File: src/rtl/snake_if.sv
// Bundle of the snake_engine game-control, renderer-query and status signals.
// master drives controls and queries; slave (the engine) answers.
interface snake_if #(
    parameter int GRID_W  = 40,
    parameter int GRID_H  = 30,
    parameter int MAX_LEN = 32,
    parameter int SCORE_W = 8
);
    localparam int XW = $clog2(GRID_W);
    localparam int YW = $clog2(GRID_H);
    localparam int LW = $clog2(MAX_LEN + 1);

    logic               step;
    logic               start;
    logic               up;
    logic               down;
    logic               left;
    logic               right;
    logic [XW-1:0]      query_x;
    logic [YW-1:0]      query_y;
    logic               query_head;
    logic               query_body;
    logic               query_apple;
    logic [XW-1:0]      head_x;
    logic [YW-1:0]      head_y;
    logic [XW-1:0]      apple_x;
    logic [YW-1:0]      apple_y;
    logic [LW-1:0]      length;
    logic [SCORE_W-1:0] score;
    logic               running;
    logic               game_over;

    modport master (
        output step, start, up, down, left, right, query_x, query_y,
        input  query_head, query_body, query_apple, head_x, head_y,
               apple_x, apple_y, length, score, running, game_over
    );

    modport slave (
        input  step, start, up, down, left, right, query_x, query_y,
        output query_head, query_body, query_apple, head_x, head_y,
               apple_x, apple_y, length, score, running, game_over
    );
endinterface

File: src/rtl/snake_engine.sv
// Grid snake game core: segment shift FIFO, LFSR apple placement, collision FSM.
// Define WALL_KILL_EN to end the game on leaving the grid instead of wrapping.
module snake_engine #(
    parameter int          GRID_W    = 40,
    parameter int          GRID_H    = 30,
    parameter int          MAX_LEN   = 32,
    parameter int          INIT_LEN  = 3,
    parameter int          SCORE_W   = 8,
    parameter logic [15:0] LFSR_SEED = 16'hACE1
) (
    input logic    clk,
    input logic    rst,
    snake_if.slave bus
);
    localparam int XW = $clog2(GRID_W);
    localparam int YW = $clog2(GRID_H);
    localparam int LW = $clog2(MAX_LEN + 1);

`ifdef WALL_KILL_EN
    localparam bit WALL_KILL = 1'b1;
`else
    localparam bit WALL_KILL = 1'b0;
`endif

    typedef enum logic [1:0] {S_IDLE, S_RUN, S_PLACE, S_OVER} state_t;
    typedef enum logic [1:0] {D_RIGHT, D_LEFT, D_UP, D_DOWN} dir_t;

    state_t             state, state_next;
    dir_t               dir, last_dir, req_dir;
    logic               req_valid, dir_accept;
    logic [XW-1:0]      seg_x [MAX_LEN];
    logic [YW-1:0]      seg_y [MAX_LEN];
    logic [XW-1:0]      apple_x, cand_x, nh_x;
    logic [YW-1:0]      apple_y, cand_y, nh_y;
    logic [LW-1:0]      length, lim;
    logic [SCORE_W-1:0] score;
    logic [15:0]        lfsr;
    logic               off_grid, wall_hit, grow, collide, cand_ok;
    logic               do_init, do_move, do_place;

    function automatic logic [XW-1:0] init_x(int unsigned i);
        if (i < INIT_LEN) return XW'(GRID_W / 2 - int'(i));
        return '0;
    endfunction

    function automatic logic [YW-1:0] init_y(int unsigned i);
        if (i < INIT_LEN) return YW'(GRID_H / 2);
        return '0;
    endfunction

    function automatic dir_t opposite(dir_t d);
        case (d)
            D_RIGHT: return D_LEFT;
            D_LEFT:  return D_RIGHT;
            D_UP:    return D_DOWN;
            default: return D_UP;
        endcase
    endfunction

    // Highest-priority button only; a reversing request is dropped, not demoted.
    always_comb begin
        req_valid = 1'b1;
        req_dir   = D_RIGHT;
        if (bus.right)     req_dir = D_RIGHT;
        else if (bus.left) req_dir = D_LEFT;
        else if (bus.up)   req_dir = D_UP;
        else if (bus.down) req_dir = D_DOWN;
        else               req_valid = 1'b0;
        dir_accept = (state == S_RUN) && req_valid && (req_dir != opposite(last_dir));
    end

    always_comb begin
        nh_x     = seg_x[0];
        nh_y     = seg_y[0];
        off_grid = 1'b0;
        case (dir)
            D_RIGHT:
                if (seg_x[0] == XW'(GRID_W - 1)) begin
                    nh_x = '0; off_grid = 1'b1;
                end else nh_x = seg_x[0] + XW'(1);
            D_LEFT:
                if (seg_x[0] == '0) begin
                    nh_x = XW'(GRID_W - 1); off_grid = 1'b1;
                end else nh_x = seg_x[0] - XW'(1);
            D_UP:
                if (seg_y[0] == '0) begin
                    nh_y = YW'(GRID_H - 1); off_grid = 1'b1;
                end else nh_y = seg_y[0] - YW'(1);
            default:
                if (seg_y[0] == YW'(GRID_H - 1)) begin
                    nh_y = '0; off_grid = 1'b1;
                end else nh_y = seg_y[0] + YW'(1);
        endcase
        wall_hit = WALL_KILL && off_grid;
        grow     = (nh_x == apple_x) && (nh_y == apple_y);
    end

    // The tail cell is free to enter unless the snake grows this move.
    always_comb begin
        collide = 1'b0;
        lim     = grow ? length : length - LW'(1);
        for (int unsigned i = 0; i < MAX_LEN; i++)
            if (LW'(i) < lim && seg_x[i] == nh_x && seg_y[i] == nh_y)
                collide = 1'b1;
    end

    always_comb begin
        cand_x  = lfsr[XW-1:0];
        cand_y  = lfsr[XW+YW-1:XW];
        cand_ok = ({1'b0, cand_x} < (XW + 1)'(GRID_W)) &&
                  ({1'b0, cand_y} < (YW + 1)'(GRID_H));
        for (int unsigned i = 0; i < MAX_LEN; i++)
            if (LW'(i) < length && seg_x[i] == cand_x && seg_y[i] == cand_y)
                cand_ok = 1'b0;
    end

    always_ff @(posedge clk) begin
        if (rst) state <= S_IDLE;
        else     state <= state_next;
    end

    always_comb begin
        state_next = state;
        do_init    = 1'b0;
        do_move    = 1'b0;
        do_place   = 1'b0;
        case (state)
            S_IDLE, S_OVER:
                if (bus.start) begin
                    state_next = S_RUN;
                    do_init    = 1'b1;
                end
            S_RUN:
                if (bus.step) begin
                    if (collide || wall_hit) state_next = S_OVER;
                    else begin
                        do_move = 1'b1;
                        if (grow) state_next = S_PLACE;
                    end
                end
            S_PLACE:
                if (cand_ok) begin
                    do_place   = 1'b1;
                    state_next = S_RUN;
                end
            default: state_next = S_IDLE;
        endcase
    end

    always_ff @(posedge clk) begin
        if (rst) lfsr <= LFSR_SEED;
        else     lfsr <= {lfsr[14:0], lfsr[15] ^ lfsr[13] ^ lfsr[12] ^ lfsr[10]};

        if (rst || do_init) begin
            for (int unsigned i = 0; i < MAX_LEN; i++) begin
                seg_x[i] <= init_x(i);
                seg_y[i] <= init_y(i);
            end
            length   <= LW'(INIT_LEN);
            dir      <= D_RIGHT;
            last_dir <= D_RIGHT;
            apple_x  <= XW'(3 * GRID_W / 4);
            apple_y  <= YW'(GRID_H / 4);
            score    <= '0;
        end else begin
            if (dir_accept) dir <= req_dir;
            if (do_move) begin
                for (int unsigned i = 1; i < MAX_LEN; i++) begin
                    seg_x[i] <= seg_x[i-1];
                    seg_y[i] <= seg_y[i-1];
                end
                seg_x[0] <= nh_x;
                seg_y[0] <= nh_y;
                last_dir <= dir;
                if (grow) begin
                    if (score != '1) score <= score + SCORE_W'(1);
                    if (length != LW'(MAX_LEN)) length <= length + LW'(1);
                end
            end
            if (do_place) begin
                apple_x <= cand_x;
                apple_y <= cand_y;
            end
        end
    end

    always_comb begin
        bus.query_head  = (bus.query_x == seg_x[0]) && (bus.query_y == seg_y[0]);
        bus.query_apple = (bus.query_x == apple_x) && (bus.query_y == apple_y);
        bus.query_body  = 1'b0;
        for (int unsigned i = 1; i < MAX_LEN; i++)
            if (LW'(i) < length && bus.query_x == seg_x[i] && bus.query_y == seg_y[i])
                bus.query_body = 1'b1;
    end

    assign bus.head_x    = seg_x[0];
    assign bus.head_y    = seg_y[0];
    assign bus.apple_x   = apple_x;
    assign bus.apple_y   = apple_y;
    assign bus.length    = length;
    assign bus.score     = score;
    assign bus.running   = (state == S_RUN) || (state == S_PLACE);
    assign bus.game_over = (state == S_OVER);
endmodule

File: src/flat_wrapper.sv
// flat-port wrapper written by rule: the top's interface ports become plain ports
module snake_engine_flat 
#(
    parameter int          GRID_W    = 40,
    parameter int          GRID_H    = 30,
    parameter int          MAX_LEN   = 32,
    parameter int          INIT_LEN  = 3,
    parameter int          SCORE_W   = 8,
    parameter logic [15:0] LFSR_SEED = 16'hACE1
)
  (clk, rst, bus_step, bus_start, bus_up, bus_down, bus_left, bus_right, bus_query_x, bus_query_y, bus_query_head, bus_query_body, bus_query_apple, bus_head_x, bus_head_y, bus_apple_x, bus_apple_y, bus_length, bus_score, bus_running, bus_game_over);
  snake_if #(.GRID_W(GRID_W), .GRID_H(GRID_H), .MAX_LEN(MAX_LEN), .SCORE_W(SCORE_W)) bus_i ();
  input logic clk;
  input logic rst;
  input wire logic [$bits(bus_i.step)-1:0] bus_step;
  input wire logic [$bits(bus_i.start)-1:0] bus_start;
  input wire logic [$bits(bus_i.up)-1:0] bus_up;
  input wire logic [$bits(bus_i.down)-1:0] bus_down;
  input wire logic [$bits(bus_i.left)-1:0] bus_left;
  input wire logic [$bits(bus_i.right)-1:0] bus_right;
  input wire logic [$bits(bus_i.query_x)-1:0] bus_query_x;
  input wire logic [$bits(bus_i.query_y)-1:0] bus_query_y;
  output wire logic [$bits(bus_i.query_head)-1:0] bus_query_head;
  output wire logic [$bits(bus_i.query_body)-1:0] bus_query_body;
  output wire logic [$bits(bus_i.query_apple)-1:0] bus_query_apple;
  output wire logic [$bits(bus_i.head_x)-1:0] bus_head_x;
  output wire logic [$bits(bus_i.head_y)-1:0] bus_head_y;
  output wire logic [$bits(bus_i.apple_x)-1:0] bus_apple_x;
  output wire logic [$bits(bus_i.apple_y)-1:0] bus_apple_y;
  output wire logic [$bits(bus_i.length)-1:0] bus_length;
  output wire logic [$bits(bus_i.score)-1:0] bus_score;
  output wire logic [$bits(bus_i.running)-1:0] bus_running;
  output wire logic [$bits(bus_i.game_over)-1:0] bus_game_over;
  assign bus_i.step = bus_step;
  assign bus_i.start = bus_start;
  assign bus_i.up = bus_up;
  assign bus_i.down = bus_down;
  assign bus_i.left = bus_left;
  assign bus_i.right = bus_right;
  assign bus_i.query_x = bus_query_x;
  assign bus_i.query_y = bus_query_y;
  assign bus_query_head = bus_i.query_head;
  assign bus_query_body = bus_i.query_body;
  assign bus_query_apple = bus_i.query_apple;
  assign bus_head_x = bus_i.head_x;
  assign bus_head_y = bus_i.head_y;
  assign bus_apple_x = bus_i.apple_x;
  assign bus_apple_y = bus_i.apple_y;
  assign bus_length = bus_i.length;
  assign bus_score = bus_i.score;
  assign bus_running = bus_i.running;
  assign bus_game_over = bus_i.game_over;
  snake_engine #(.GRID_W(GRID_W), .GRID_H(GRID_H), .MAX_LEN(MAX_LEN), .INIT_LEN(INIT_LEN), .SCORE_W(SCORE_W), .LFSR_SEED(LFSR_SEED)) u_core (.clk(clk), .rst(rst), .bus(bus_i));
endmodule
File: config.mk
export PLATFORM = sky130hd
export DESIGN_NAME = snake_engine_flat
export DESIGN_NICKNAME = d
export VERILOG_FILES = /design/src/rtl/snake_if.sv /design/src/rtl/snake_engine.sv /design/src/flat_wrapper.sv
export SDC_FILE = /design/constraint.sdc
export NUM_CORES = 1
export LEC_CHECK = 0
export BUFFER_PORTS_ARGS = -buffer_cell sky130_fd_sc_hd__buf_2
export CAP_MARGIN = 10
export CORE_MARGIN = 2
export CORE_UTILIZATION = 30
export DETAILED_ROUTE_END_ITERATION = 7
export SYNTH_ARGS = -nofsm -noshare
export SYNTH_HDL_FRONTEND = slang
export SYNTH_SLANG_ARGS = --single-unit
File: constraint.sdc
create_clock -name clk -period 18.7 [get_ports clk]
set_clock_uncertainty 0.05 [all_clocks]
set_input_delay 1.87 -clock clk [delete_from_list [all_inputs] [get_ports clk]]
set_output_delay 1.87 -clock clk [all_outputs]
set_load 0.02 [all_outputs]
==> results_dict.tcl <==
set metrics [dict create \
    grt_pass1_wl_um 173900 \
    viasPerCell 5.708 \
    gp_congestion 0.9677 \
    cts_root_buffer "clkbuf_16" \
    cts_setup_buffers 0 \
    cts.path.max_buffers 3 \
    relSlewSlack_pct 19.20 \
    worstSetupPathType "flip-flop to flip-flop" \
    placed_cell_area_sq_um 30990 \
    clkTransAtPathRegs_ps 60 \
    wl_um 121500 \
    area_growth_pct 8.784 \
    regArea_sq_um 9983 \
    ys_seq_area_share_pct 33.25 \
    fin_util_pct 33.04 \
    finalSetupTns_ps 0 \
    synth_top_family_by_area "XOR/XNOR gates" \
    start_util_pct 30.38 \
    syn-instance-count 3284 \
    async_flop_share_pct 0 \
    vias 25233 \
    overflow 0 \
    pwr_density_cell_nw_per_um2 88.09 \
    fmax_mhz 131.1 \
    dieArea_sq_um 102500 \
    synth_ff_type "dfxtp_1" \
    rsz0062_at_grt "false" \
    r2r_cells 18 \
    leakage_nw 11.91 \
    worstPathMaxFanout 112 \
    track_usage_pct 23.03 \
    r2r-start "u_core.seg_x[0][1]" \
    worst-r2r-setup-slack_ps 11070 \
    cpMaxStageDelayCell "buf_4" \
    nFillCells 10084 \
    min_delay_path_depth 1 \
    run_status "completed" \
    slew_violations 0 \
    synthMuxAreaShare_pct 6.034 \
    routedWlPerCell_um 27.49 \
    insertion_delay_ps 640 \
    syn_area_sq_um 29980 \
    path_delay_family "simple AND/OR/NAND/NOR gates" \
    cp_slowest_stage_delay_ps 800 \
    r2r-end "u_core.seg_y[0][2]" \
    final_cell_mix "672 x xnor2_1, 374 x xor2_1, 237 x nor2_1, 198 x edfxtp_1, 190 x dfxtp_1" \
    layout_commonest_cell "xnor2_1" \
    cts_resized 0 \
    multi_input_area_sq_um 18430 \
    die_x_um 320.1 \
    worstMarginPinSlew_ps 1203 \
    synth_xor_area_share_pct 30.56 \
    cts_inserted_buffers 48 \
    synth-simple-area-share_pct 17.84 \
    hold_start "u_core.lfsr[14]" \
    die-height_um 320.1 \
    hpwlAfterDp_um 80270 \
    cts_sinks 399 \
    setup_viol 0 \
    synth_compound_area_share_pct 6.130 \
    rows 115 \
    synth-warning-count 0 \
    yosysUniqueCellTypes 93 \
    cp_cell_sequence "inv_1, ha_1, or4b_4, nor2_1, o311a_2, buf_4, o2111a_1, nand4_1, o21ai_0, a21oi_1, a311o_1, a2111oi_4, and3_1, nand2_4, nor2_4, buf_4, buf_4, nand2_1" \
    ir_worst_vdd_uv 80.93 \
    fin_hold_ws_ps 364.1 \
    nNetsFinal 3125 \
    cts-hold-fix-buffers 0 \
    synth-edff-count 198 \
    io_buffers 59 \
    grt_max_degree 167 \
    synth_nets 3316 \
    drt_first_pass_iters 6 \
    arrival_ps 7910 \
    core_area_sq_um 98710 \
    ant_nets 0 \
    cp-start-kind "flip-flop" \
    critPathBufInv 4 \
    htreeDepth 2 \
    synth_fa_ha_area_share_pct 0.5425 \
    cts_tree "done" \
    hold_path_class "flip-flop to flip-flop" \
    antenna_found_initial 7 \
    holdPathEnd "u_core.lfsr[15]" \
    hold_viol 0 \
    maxCapViolations 0 \
    drt_iter0_markers 3755 \
    min_period_ps 7629 \
    worst_setup_path_end_kind "flip-flop" \
    route.detailed.drc 0 \
    syn_area_per_cell_sq_um 9.130 \
    fin_area_sq_um 32620 \
    cp_common_cell "buf_4" \
    io_pins 60 \
    fin_crit_sh_pct 40.80 \
    synth_seq_cells 399 \
    required_ps 18980 \
    grt_pass1_vias 23806 \
    drive_above_1_share_pct 8.943 \
]
cell usage after synthesis, drive strengths merged (5+ instances only):
cell | count | area share (%)
a2111oi | 13 | 0.46
a211o | 5 | 0.15
a211oi | 10 | 0.25
a21o | 9 | 0.23
a21oi | 56 | 0.93
a31oi | 26 | 0.54
and2 | 173 | 3.6
and3 | 7 | 0.15
and4 | 5 | 0.16
buf | 112 | 1.9
clkbuf | 259 | 3.2
dfxtp | 201 | 13
edfxtp | 198 | 20
ha | 13 | 0.54
inv | 36 | 0.45
mux2i | 175 | 5.9
nand2 | 58 | 0.73
nand2b | 7 | 0.15
nand3 | 80 | 1.3
nand4 | 133 | 2.8
nand4b | 7 | 0.20
nor2 | 241 | 3.0
nor2b | 15 | 0.31
nor3 | 66 | 1.1
nor4 | 128 | 2.7
o2111a | 5 | 0.19
o2111ai | 7 | 0.23
o211ai | 10 | 0.25
o21a | 6 | 0.15
o21ai | 46 | 0.82
o22ai | 6 | 0.13
o311ai | 7 | 0.20
o31ai | 11 | 0.29
o41ai | 5 | 0.15
or2 | 20 | 0.42
or3 | 20 | 0.43
or4 | 6 | 0.16
xnor2 | 672 | 20
xor2 | 374 | 11
cells by family after synthesis:
kind of cell | count (synthesis)
AND/OR/NAND/NOR | 981
adder cells (fa/ha/maj) | 13
flip-flops | 399
multiplexers | 179
XOR/XNOR | 1046
buffers and inverters | 407
AO/OA/AOI/OAI | 259
area by class of cell:
cell class / instances / share of cell area [%]
clock inverter: 24 / 0.8324
tap: 1287 / 4.937
antenna: 3 / 0.02302
clock buffer: 64 / 4.116
inverter: 36 / 0.4143
timing repair buffer: 130 / 2.555
sequential: 399 / 30.61
multi-input combinational: 2478 / 56.51
sequential cells by signal (all words and copies together) (netlist names):
| register | cells |
|---|---|
| u_core.seg_x | 192 |
| u_core.seg_y | 160 |
| u_core.lfsr | 16 |
| u_core.bus.score | 8 |
| u_core.bus.apple_x | 6 |
| u_core.bus.length | 6 |
| u_core.bus.apple_y | 5 |
| u_core.dir | 2 |
| u_core.last_dir | 2 |
| u_core.state | 2 |
metal layers:
layer	part of all wire (%)	GRT usage [%]	routed length [um]
met1	39	30.14	47960
met2	42	33.83	51050
met3	12	5.992	14220
met4	6.8	14.02	8263
met5	0.024	0	29
worst register-to-register path, stage by stage, from the launching register on:
cell,delay [ps]
edfxtp_1,590
inv_1,190
ha_1,190
or4b_4,490
nor2_1,230
o311a_2,610
buf_4,400
o2111a_1,230
nand4_1,640
o21ai_0,320
a21oi_1,100
a311o_1,370
a2111oi_4,350
and3_1,270
nand2_4,400
nor2_4,230
buf_4,480
buf_4,820
nand2_1,350
how the worst max path moves through the flow:
stage                                  start                 end  cells past startpoint
after global placement        bus_query_x[0]      bus_query_body                      9
after global routing      u_core.seg_x[0][1]  u_core.seg_y[0][2]                     19
after detailed placement  u_core.seg_x[0][1]  u_core.seg_y[0][2]                     18
final                     u_core.seg_x[0][1]  u_core.seg_y[0][2]                     18
after CTS                 u_core.seg_x[0][1]  u_core.seg_y[0][2]                     18
after floorplan           u_core.seg_y[0][0]  u_core.seg_x[0][0]                     20
metrics by stage:
step / std cells / setup WS [ps] / power, mW
after detailed placement: 4329 / 11250 / 1.886
after CTS: 4417 / 11240 / 2.857
final: 4421 / 11070 / 2.873
after global routing: 4418 / 10670 / 2.962
after global placement: 4327 / 11090 / 1.879
after floorplan: 3284 / 9737 / 1.664
where the power goes:
part	leakage, nW	switching [mW]	internal [mW]
combinational	7.40	0.439	0.292
clock	0.777	0.418	0.562
sequential	3.73	0.153	1.01
total	11.9	1.01	1.86
Power figures use the tool's default switching activity.
